### src/rtl/dco_ad_if.sv
// Control and status bundle for the add/delete DCO.
// The loop filter side (master) issues add/sub requests and ratio loads.
// The oscillator side (slave) returns the clock, period strobe and correction status.
`timescale 1ns/1ps

interface dco_ad_if #(
  parameter int DIV_W  = 8,
  parameter int PEND_W = 4
);
  logic              add;
  logic              sub;
  logic [DIV_W-1:0]  div_in;
  logic              div_load;
  logic              dco_clk;
  logic              period_start;
  logic [PEND_W-1:0] pend;
  logic              sat;

  modport master (
    output add, sub, div_in, div_load,
    input  dco_clk, period_start, pend, sat
  );

  modport slave (
    input  add, sub, div_in, div_load,
    output dco_clk, period_start, pend, sat
  );
endinterface

### src/rtl/dco_ad.sv
// Add/delete digitally controlled oscillator.
// Divides clk by a programmable ratio N.  Each output period may be shortened
// (N-1) or lengthened (N+1) by one cycle to consume one buffered correction.
// Corrections are queued in a saturating signed counter, one consumed per period.
`timescale 1ns/1ps

module dco_ad #(
  parameter int DIV_W   = 8,
  parameter int DIV_DEF = 16,
  parameter int PEND_W  = 4
) (
  input logic     clk,
  input logic     rst_n,
  dco_ad_if.slave bus
);

  // Phase and period length need one extra bit so an N+1 period at the
  // largest ratio does not wrap.
  localparam int PH_W   = DIV_W + 1;
  // Two guard bits hold pend + net - consume before clamping.
  localparam int SUM_W  = PEND_W + 2;
  localparam int PMAX_I = (1 << (PEND_W - 1)) - 1;

  localparam logic signed [SUM_W-1:0] PMAX_S = SUM_W'(PMAX_I);
  localparam logic signed [SUM_W-1:0] NMAX_S = -SUM_W'(PMAX_I);
  localparam logic [PEND_W-1:0]       PMAX_P = PEND_W'(PMAX_I);
  localparam logic [PEND_W-1:0]       NMAX_P = PEND_W'(-PMAX_I);
  localparam logic [DIV_W-1:0]        DIV_MIN = DIV_W'(4);
  localparam logic [DIV_W-1:0]        DIV_RST = DIV_W'(DIV_DEF);

  // Correction applied to the period that begins at a boundary.
  typedef enum logic [1:0] {
    CORR_NONE,
    CORR_SHORT,
    CORR_LONG
  } corr_e;

  // State registers
  logic [PH_W-1:0]   ph;
  logic [PH_W-1:0]   per_len;
  logic [DIV_W-1:0]  cur_div;
  logic [DIV_W-1:0]  shd_div;
  logic [PEND_W-1:0] pend_q;
  logic              dco_q;
  logic              start_q;
  logic              sat_q;

  // Next-state values
  logic [PH_W-1:0]         ph_next;
  logic [PH_W-1:0]         len_next;
  logic [DIV_W-1:0]        cur_div_next;
  logic [DIV_W-1:0]        shd_div_next;
  logic [PEND_W-1:0]       pend_next;
  logic                    dco_next;
  logic                    start_next;
  logic                    sat_next;
  logic                    boundary;
  corr_e                   corr;
  logic signed [SUM_W-1:0] pend_ext;
  logic signed [SUM_W-1:0] net;
  logic signed [SUM_W-1:0] consume;
  logic signed [SUM_W-1:0] sum;

  assign boundary = (ph == per_len - PH_W'(1));
  assign pend_ext = {{2{pend_q[PEND_W-1]}}, pend_q};

  // Decide which correction the next period carries, from the pre-edge pend.
  always_comb begin
    // NOTE: every signal assigned in a combinational block gets a default
    // first, so no path leaves it unassigned and no latch is inferred.
    corr = CORR_NONE;
    if (pend_q[PEND_W-1]) begin
      corr = CORR_LONG;
    end else if (pend_q != '0) begin
      corr = CORR_SHORT;
    end
  end

  // Phase counter, period length and ratio hand-over at each boundary.
  always_comb begin
    ph_next      = ph + PH_W'(1);
    len_next     = per_len;
    cur_div_next = cur_div;
    consume      = '0;
    if (boundary) begin
      ph_next      = '0;
      cur_div_next = shd_div;
      unique case (corr)
        CORR_SHORT: begin
          len_next = {1'b0, shd_div} - PH_W'(1);
          consume  = SUM_W'(1);
        end
        CORR_LONG: begin
          len_next = {1'b0, shd_div} + PH_W'(1);
          consume  = -SUM_W'(1);
        end
        default: begin
          len_next = {1'b0, shd_div};
        end
      endcase
    end
  end

  // Net request this cycle, then saturating update of the pending counter.
  always_comb begin
    net = '0;
    if (bus.add && !bus.sub) begin
      net = SUM_W'(1);
    end else if (bus.sub && !bus.add) begin
      net = -SUM_W'(1);
    end
    sum       = pend_ext + net - consume;
    pend_next = sum[PEND_W-1:0];
    if (sum > PMAX_S) begin
      pend_next = PMAX_P;
    end else if (sum < NMAX_S) begin
      pend_next = NMAX_P;
    end
    sat_next = (pend_next == PMAX_P) || (pend_next == NMAX_P);
  end

  // Shadow ratio load with a floor of 4 so a period never drops below 3 cycles.
  always_comb begin
    shd_div_next = shd_div;
    if (bus.div_load) begin
      shd_div_next = (bus.div_in < DIV_MIN) ? DIV_MIN : bus.div_in;
    end
  end

  // Output decode from next-state values so the outputs come straight off flops.
  always_comb begin
    dco_next   = (ph_next < {1'b0, 1'b0, cur_div_next[DIV_W-1:1]});
    start_next = (ph_next == '0);
  end

  // State and output registers.  Reset parks ph one cycle before the end of a
  // DIV_DEF period so the first edge after release is a boundary.
  always_ff @(posedge clk or negedge rst_n) begin
    if (!rst_n) begin
      ph      <= PH_W'(DIV_DEF - 1);
      per_len <= PH_W'(DIV_DEF);
      cur_div <= DIV_RST;
      shd_div <= DIV_RST;
      pend_q  <= '0;
      dco_q   <= 1'b0;
      start_q <= 1'b0;
      sat_q   <= 1'b0;
    end else begin
      // NOTE: sequential state uses non-blocking assignments so every register
      // samples pre-edge values regardless of statement order.
      ph      <= ph_next;
      per_len <= len_next;
      cur_div <= cur_div_next;
      shd_div <= shd_div_next;
      pend_q  <= pend_next;
      dco_q   <= dco_next;
      start_q <= start_next;
      sat_q   <= sat_next;
    end
  end

  assign bus.dco_clk      = dco_q;
  assign bus.period_start = start_q;
  assign bus.pend         = pend_q;
  assign bus.sat          = sat_q;

endmodule

### src/flat_wrapper.sv
// flat-port wrapper written by rule: the top's interface ports become plain ports
module dco_ad_flat 
#(
  parameter int DIV_W   = 8,
  parameter int DIV_DEF = 16,
  parameter int PEND_W  = 4
)
  (clk, rst_n, bus_add, bus_sub, bus_div_in, bus_div_load, bus_dco_clk, bus_period_start, bus_pend, bus_sat);
  dco_ad_if #(.DIV_W(DIV_W), .PEND_W(PEND_W)) bus_i ();
  input logic clk;
  input logic rst_n;
  input wire logic [$bits(bus_i.add)-1:0] bus_add;
  input wire logic [$bits(bus_i.sub)-1:0] bus_sub;
  input wire logic [$bits(bus_i.div_in)-1:0] bus_div_in;
  input wire logic [$bits(bus_i.div_load)-1:0] bus_div_load;
  output wire logic [$bits(bus_i.dco_clk)-1:0] bus_dco_clk;
  output wire logic [$bits(bus_i.period_start)-1:0] bus_period_start;
  output wire logic [$bits(bus_i.pend)-1:0] bus_pend;
  output wire logic [$bits(bus_i.sat)-1:0] bus_sat;
  assign bus_i.add = bus_add;
  assign bus_i.sub = bus_sub;
  assign bus_i.div_in = bus_div_in;
  assign bus_i.div_load = bus_div_load;
  assign bus_dco_clk = bus_i.dco_clk;
  assign bus_period_start = bus_i.period_start;
  assign bus_pend = bus_i.pend;
  assign bus_sat = bus_i.sat;
  dco_ad #(.DIV_W(DIV_W), .DIV_DEF(DIV_DEF), .PEND_W(PEND_W)) u_core (.clk(clk), .rst_n(rst_n), .bus(bus_i));
endmodule
### config.mk
export PLATFORM = sky130hd
export DESIGN_NAME = dco_ad_flat
export DESIGN_NICKNAME = d
export VERILOG_FILES = /design/src/rtl/dco_ad_if.sv /design/src/rtl/dco_ad.sv /design/src/flat_wrapper.sv
export SDC_FILE = /design/constraint.sdc
export NUM_CORES = 1
export LEC_CHECK = 0
export CAP_MARGIN = 10
export CORE_MARGIN = 4
export CORE_UTILIZATION = 59
export CTS_CLUSTER_DIAMETER = 100
export CTS_CLUSTER_SIZE = 14
export DETAILED_ROUTE_END_ITERATION = 8
export PLACE_DENSITY = 0.8
export SYNTH_ARGS = -nofsm -noshare
export SYNTH_HDL_FRONTEND = slang
export SYNTH_SLANG_ARGS = --single-unit
### constraint.sdc
create_clock -name clk -period 4.6 [get_ports clk]
set_clock_uncertainty 0.05 [all_clocks]
set_input_delay 0.46 -clock clk [delete_from_list [all_inputs] [get_ports clk]]
set_output_delay 0.46 -clock clk [all_outputs]
set_load 0.05 [all_outputs]
# == Word level (Yosys, flattened, before mapping) ==
# Cells that the tools add are included.
# word_totals
in_bits,13
output_inout_bits,7
word_cells,43
register_bits,41
# op_classes
reduce_logical,7
muxes,12
n_addsub,6
magnitude_cmp,4
eq_ne,5
# op_table
cell,n
$mux W6,3
$pmux W9 S2,1
$mux W8,2
$pmux W6 S2,1
$add A8 B1 Y9 const B,1
$add A9 B1 Y9 const B,1
$eq A9 B9 Y1,1
$logic_not A9 Y1,1
$lt A9 B7 Y1,1
$mux W9,1
$sub A8 B1 Y9 const B,1
$sub A9 B1 Y9 const B,1
$lt A8 B3 Y1 const B,1
$mux W4,2
$add A4 B6 Y6,1
$gt A6 B4 Y1 const B,1
$lt A6 B4 Y1 const B,1
$sub A6 B6 Y6,1
$eq A4 B3 Y1 const B,1
$eq A4 B4 Y1 const B,1
$reduce_bool A4 Y1,1
$eq A2 B1 Y1 const B,1
$eq A2 B2 Y1 const B,1
$logic_and A1 B1 Y1,2
4 further kinds,5

# == Depth between registers and ports, before layout ==
# logic_depth
word_depth,12
ltp_mapped,18
depth_no_buf,18

# == Worst setup path before layout ==
# Ideal clock, no wire load.
# synth_path
path_type,reg-to-reg
startpoint,register u_core.per_len[2]
endpoint,register u_core.pend_q[0] (netlist: u_core.bus.pend[0])
arrival_ps,3688
setup_ps,128
setup_slack_ps,734
stages_incl_launch_ff,16
path_cell_list,dfrtp_1 > nor4_2 > nand2_1 > xor2_1 > mux2_4 > nor4_1 > inv_1 > fa_1 > inv_1 > fa_1 > inv_1 > a21o_1 > a21oi_1 > xnor2_1 > and4_1 > o21bai_1
# synth_between
elab_chain_cells,7
word_cells_on_any_way,8
classes_between,add/sub: 2; order compare: 2; eq/ne: 1; mux: 3
# synth_lines
element,line_no,rtl
from (decl),dco_ad.sv:40,logic [PH_W-1:0] per_len;
from (signal assigned),dco_ad.sv:141,per_len <= PH_W'(DIV_DEF);
from (signal assigned),dco_ad.sv:152,per_len <= len_next;
$sub A9 B1 Y9 (*),dco_ad.sv:64,assign boundary = (ph == per_len - PH_W'(1));
$eq A9 B9 Y1 (*),dco_ad.sv:64,
$mux W6 (*),dco_ad.sv:85,if (boundary) begin
$sub A6 B6 Y6 (*),dco_ad.sv:112,sum = pend_ext + net - consume;
$lt A6 B4 Y1,dco_ad.sv:116,end else if (sum < NMAX_S) begin
$mux W4,dco_ad.sv:116,
$mux W4 (*),dco_ad.sv:114,if (sum > PMAX_S) begin
net u_core.pend_next[0],dco_ad.sv:53,logic [PEND_W-1:0] pend_next;
to (signal assigned),dco_ad.sv:155,pend_q <= pend_next;
to (decl),dco_ad.sv:43,logic [PEND_W-1:0] pend_q;
# Mark *: on every way through the listed nets, which the timed path passes. The rest lies on a longest branch.
# A chain may end at the register's enable or synchronous reset.

# == Final worst setup path ==
# Ends and elaborated chain as after synthesis.

==> out/results.ini <==
[outcome]
outcome=complete, no violations

[routing]
wl_met3_um=189
via_count=2119
wl_met2_mm=2.696
wl_met1_mm=2.866
via_per_inst=5.696
drcViolationCount=0
wire_per_inst_um=15.65
ant_nets=0
drt-pass1-iter-count=4
topRoutingLayerUsed=met4
drt_iter0_drc=93
wl_mm=5.821

[worst_setup_path]
path_max_fanout=7
reg2reg_setup_slack_ns=0.39
start_kind=flop
critPathRequiredTime_ns=4.72
crit_top_cell=inv_1
slowest_delay_ns=0.59
r2r-start=u_core.per_len[2]$_DFFE_PN0P_
path_cells=nor4_2 > nand2_1 > xor2_1 > mux2_4 > nor4_1 > inv_1 > fa_1 > inv_1 > fa_1 > inv_1 > a21o_1 > a21oi_1 > xnor2_1 > and4_1 > o21bai_1
reg2reg_depth=15
crit_family=simple AND/OR/NAND/NOR gates
crit_type=flop to flop
worstPathBufferInverterCount=3
endpoint_kind=flop
cp-startpoint=u_core.per_len[2]$_DFFE_PN0P_
critPathSlowestCell=fa_1
crit_arrival_ns=4.33
r2r_end=u_core.bus.pend[0]$_DFF_PN0_

[synthesis]
ys_ff_latch=40
ys.flop_type=dfrtp_1
synthAdderAreaFrac_pct=13.04
ys_types=50
synth_mux_area_share_pct=13.48
synth_top_area_cell=dfrtp_1
syn_nets=323
synth_compound_area_share_pct=10.74
synth_cells=283
yosys-top-cells-count=dfrtp_1, nor2_1, ha_1
syn_area_um2=2878
seq_area_frac_synth_pct=35.09
synth_top_area_share_pct=28.70
yosys_warnings=0
async_reset_ff_share_pct=100.0
synth_top_family_by_area=simple AND/OR/NAND/NOR gates
yosysMostFrequentCell=dfrtp_1
synth_area_leaders=dfrtp_1, ha_1, dfstp_2, mux2_4, xnor2_1
synth_edf_count=0
synthXorXnorAreaFrac_pct=8.522
syn-mean-instance-area_um2=10.17
synth_simple_gate_area_share_pct=14.65

[timing]
period_needed_ns=4.209
setup_tns_ns=0
fmax_mhz=237.6
maxSlewHeadroom_pct=40.98
hold_viol=0
setup_viol=0
post-route-period-util_pct=91.49
report.final.slew_viol_count=0
hold_ws_ns=0.2368
rsz0062_at_grt=false
worstMarginPinSlew_ns=0.8854

[floorplan]
dieArea_um2=6059
core-area_um2=4723
fp.dieW_um=77.84
die_h_um=77.84
start_util_pct=60.93
pin_count=20
rows=25

[clock_tree]
root_buffer=clkbuf_8
cts_resized=0
cts.sinks=40
clockBufferDepth=2
tritoncts=done
numCtsBuffers=5
postCtsSetupRepairBufs=0
clk_pin_slew_ns=0.08
insertion_delay_ns=0.30
h-tree-depth=2
hold_buffers=0

[final_layout]
drive_above_1_share_pct=14.10
fillers=370
regArea_um2=1010
utilization_pct=67.60
synthToLayoutAreaGrowth_pct=10.96
multi_input_area_um2=1739
n_antenna_cell=0
final_nets=344

[power]
finalPower_w=0.001305
ir_drop_uv=377.1
cellPowerDensity_nw_per_um2=408.6
p_leak_nw=1.438

[place]
dp_hpwl_mm=4.369
gp_congestion=0.8808
portBuffers=19

[grt]
antenna_found_initial=0
grt_pass1_wl_mm=9.873
grt_start_max_net_pins=41
grt_pass1_vias=2022
track_usage_pct=20.65
grt_overflow=0

[min_path]
hold_class=primary input to async pin

[run]
cap_violations=0

==> layout by cell type (no fill, tap or decap), types with 12 or more instances in the layout <==
cell             count
ha_1                22
clkdlybuf4s50_1     18
nor2_1              25
inv_1               20
xnor2_1             18
o21ai_0             12
dfrtp_1             33
nand2_1             19
==> where the power goes <==
| part | switching [W] | internal (W) | leakage, nW |
|---|---|---|---|
| Clock | 0.000124 | 0.000106 | 0.0412 |
| Sequential | 0.0000321 | 0.000381 | 0.492 |
| Combinational | 0.000383 | 0.000278 | 0.905 |
| Total | 0.000539 | 0.000766 | 1.44 |
==> per-stage QoR <==
stage,worst slack (ns),instance area (um2),instances
after floorplan,0.7343,2878,283
after global placement,0.5705,3108,364
after detailed placement,0.4435,3108,364
after CTS,0.4006,3193,372
after global routing,0.02987,3193,372
final,0.3914,3193,372
==> routing by layer <==
metal  up-vias  global-route usage [%]
met5         -                       0
met4         0                   5.694
met3         8                   4.176
met2        34                   32.62
met1      1034                   28.76
li1       1043                       -
==> registers in the layout, summed over array words and instances, names as in the netlist <==
register	count
u_core.bus.period_start	1
u_core.bus.sat	1
u_core.bus.pend	4
u_core.cur_div	7
u_core.per_len	9
u_core.ph	9
u_core.bus.dco_clk	1
u_core.shd_div	8
==> logic make-up (layout without fill, tap and decap cells) <==
group                      Yosys count  after routing
and+or+nand+nor                     81             81
adders and majority gates           27             27
xor gates and xnor gates            28             28
AOI/OAI and AO/OA                   48             48
DFF                                 40             40
muxes                               32             32
buffers and inverters               27             49
==> area by class of cell <==
cell class | count | share of cell area (%)
Multi-Input combinational cell | 216 | 54.47
Clock inverter | 2 | 0.3918
Timing Repair Buffer | 21 | 6.270
Sequential cell | 40 | 31.62
Inverter | 20 | 2.351
Tap cell | 67 | 2.625
Clock buffer | 6 | 2.273
==> worst max-delay path by stage <==
stage                              endpoint  cells past startpoint  slack, ns
2_1_floorplan  u_core.bus.pend[0]$_DFF_PN0_                     15       0.73
3_3_place_gp   u_core.bus.pend[0]$_DFF_PN0_                     15       0.57
3_5_place_dp   u_core.bus.pend[0]$_DFF_PN0_                     15       0.44
4_1_cts        u_core.bus.pend[0]$_DFF_PN0_                     15       0.40
5_1_grt        u_core.bus.pend[2]$_DFF_PN0_                     14       0.03
6_report       u_core.bus.pend[0]$_DFF_PN0_                     15       0.39
Note: power is estimated with default switching activity, not from simulation.
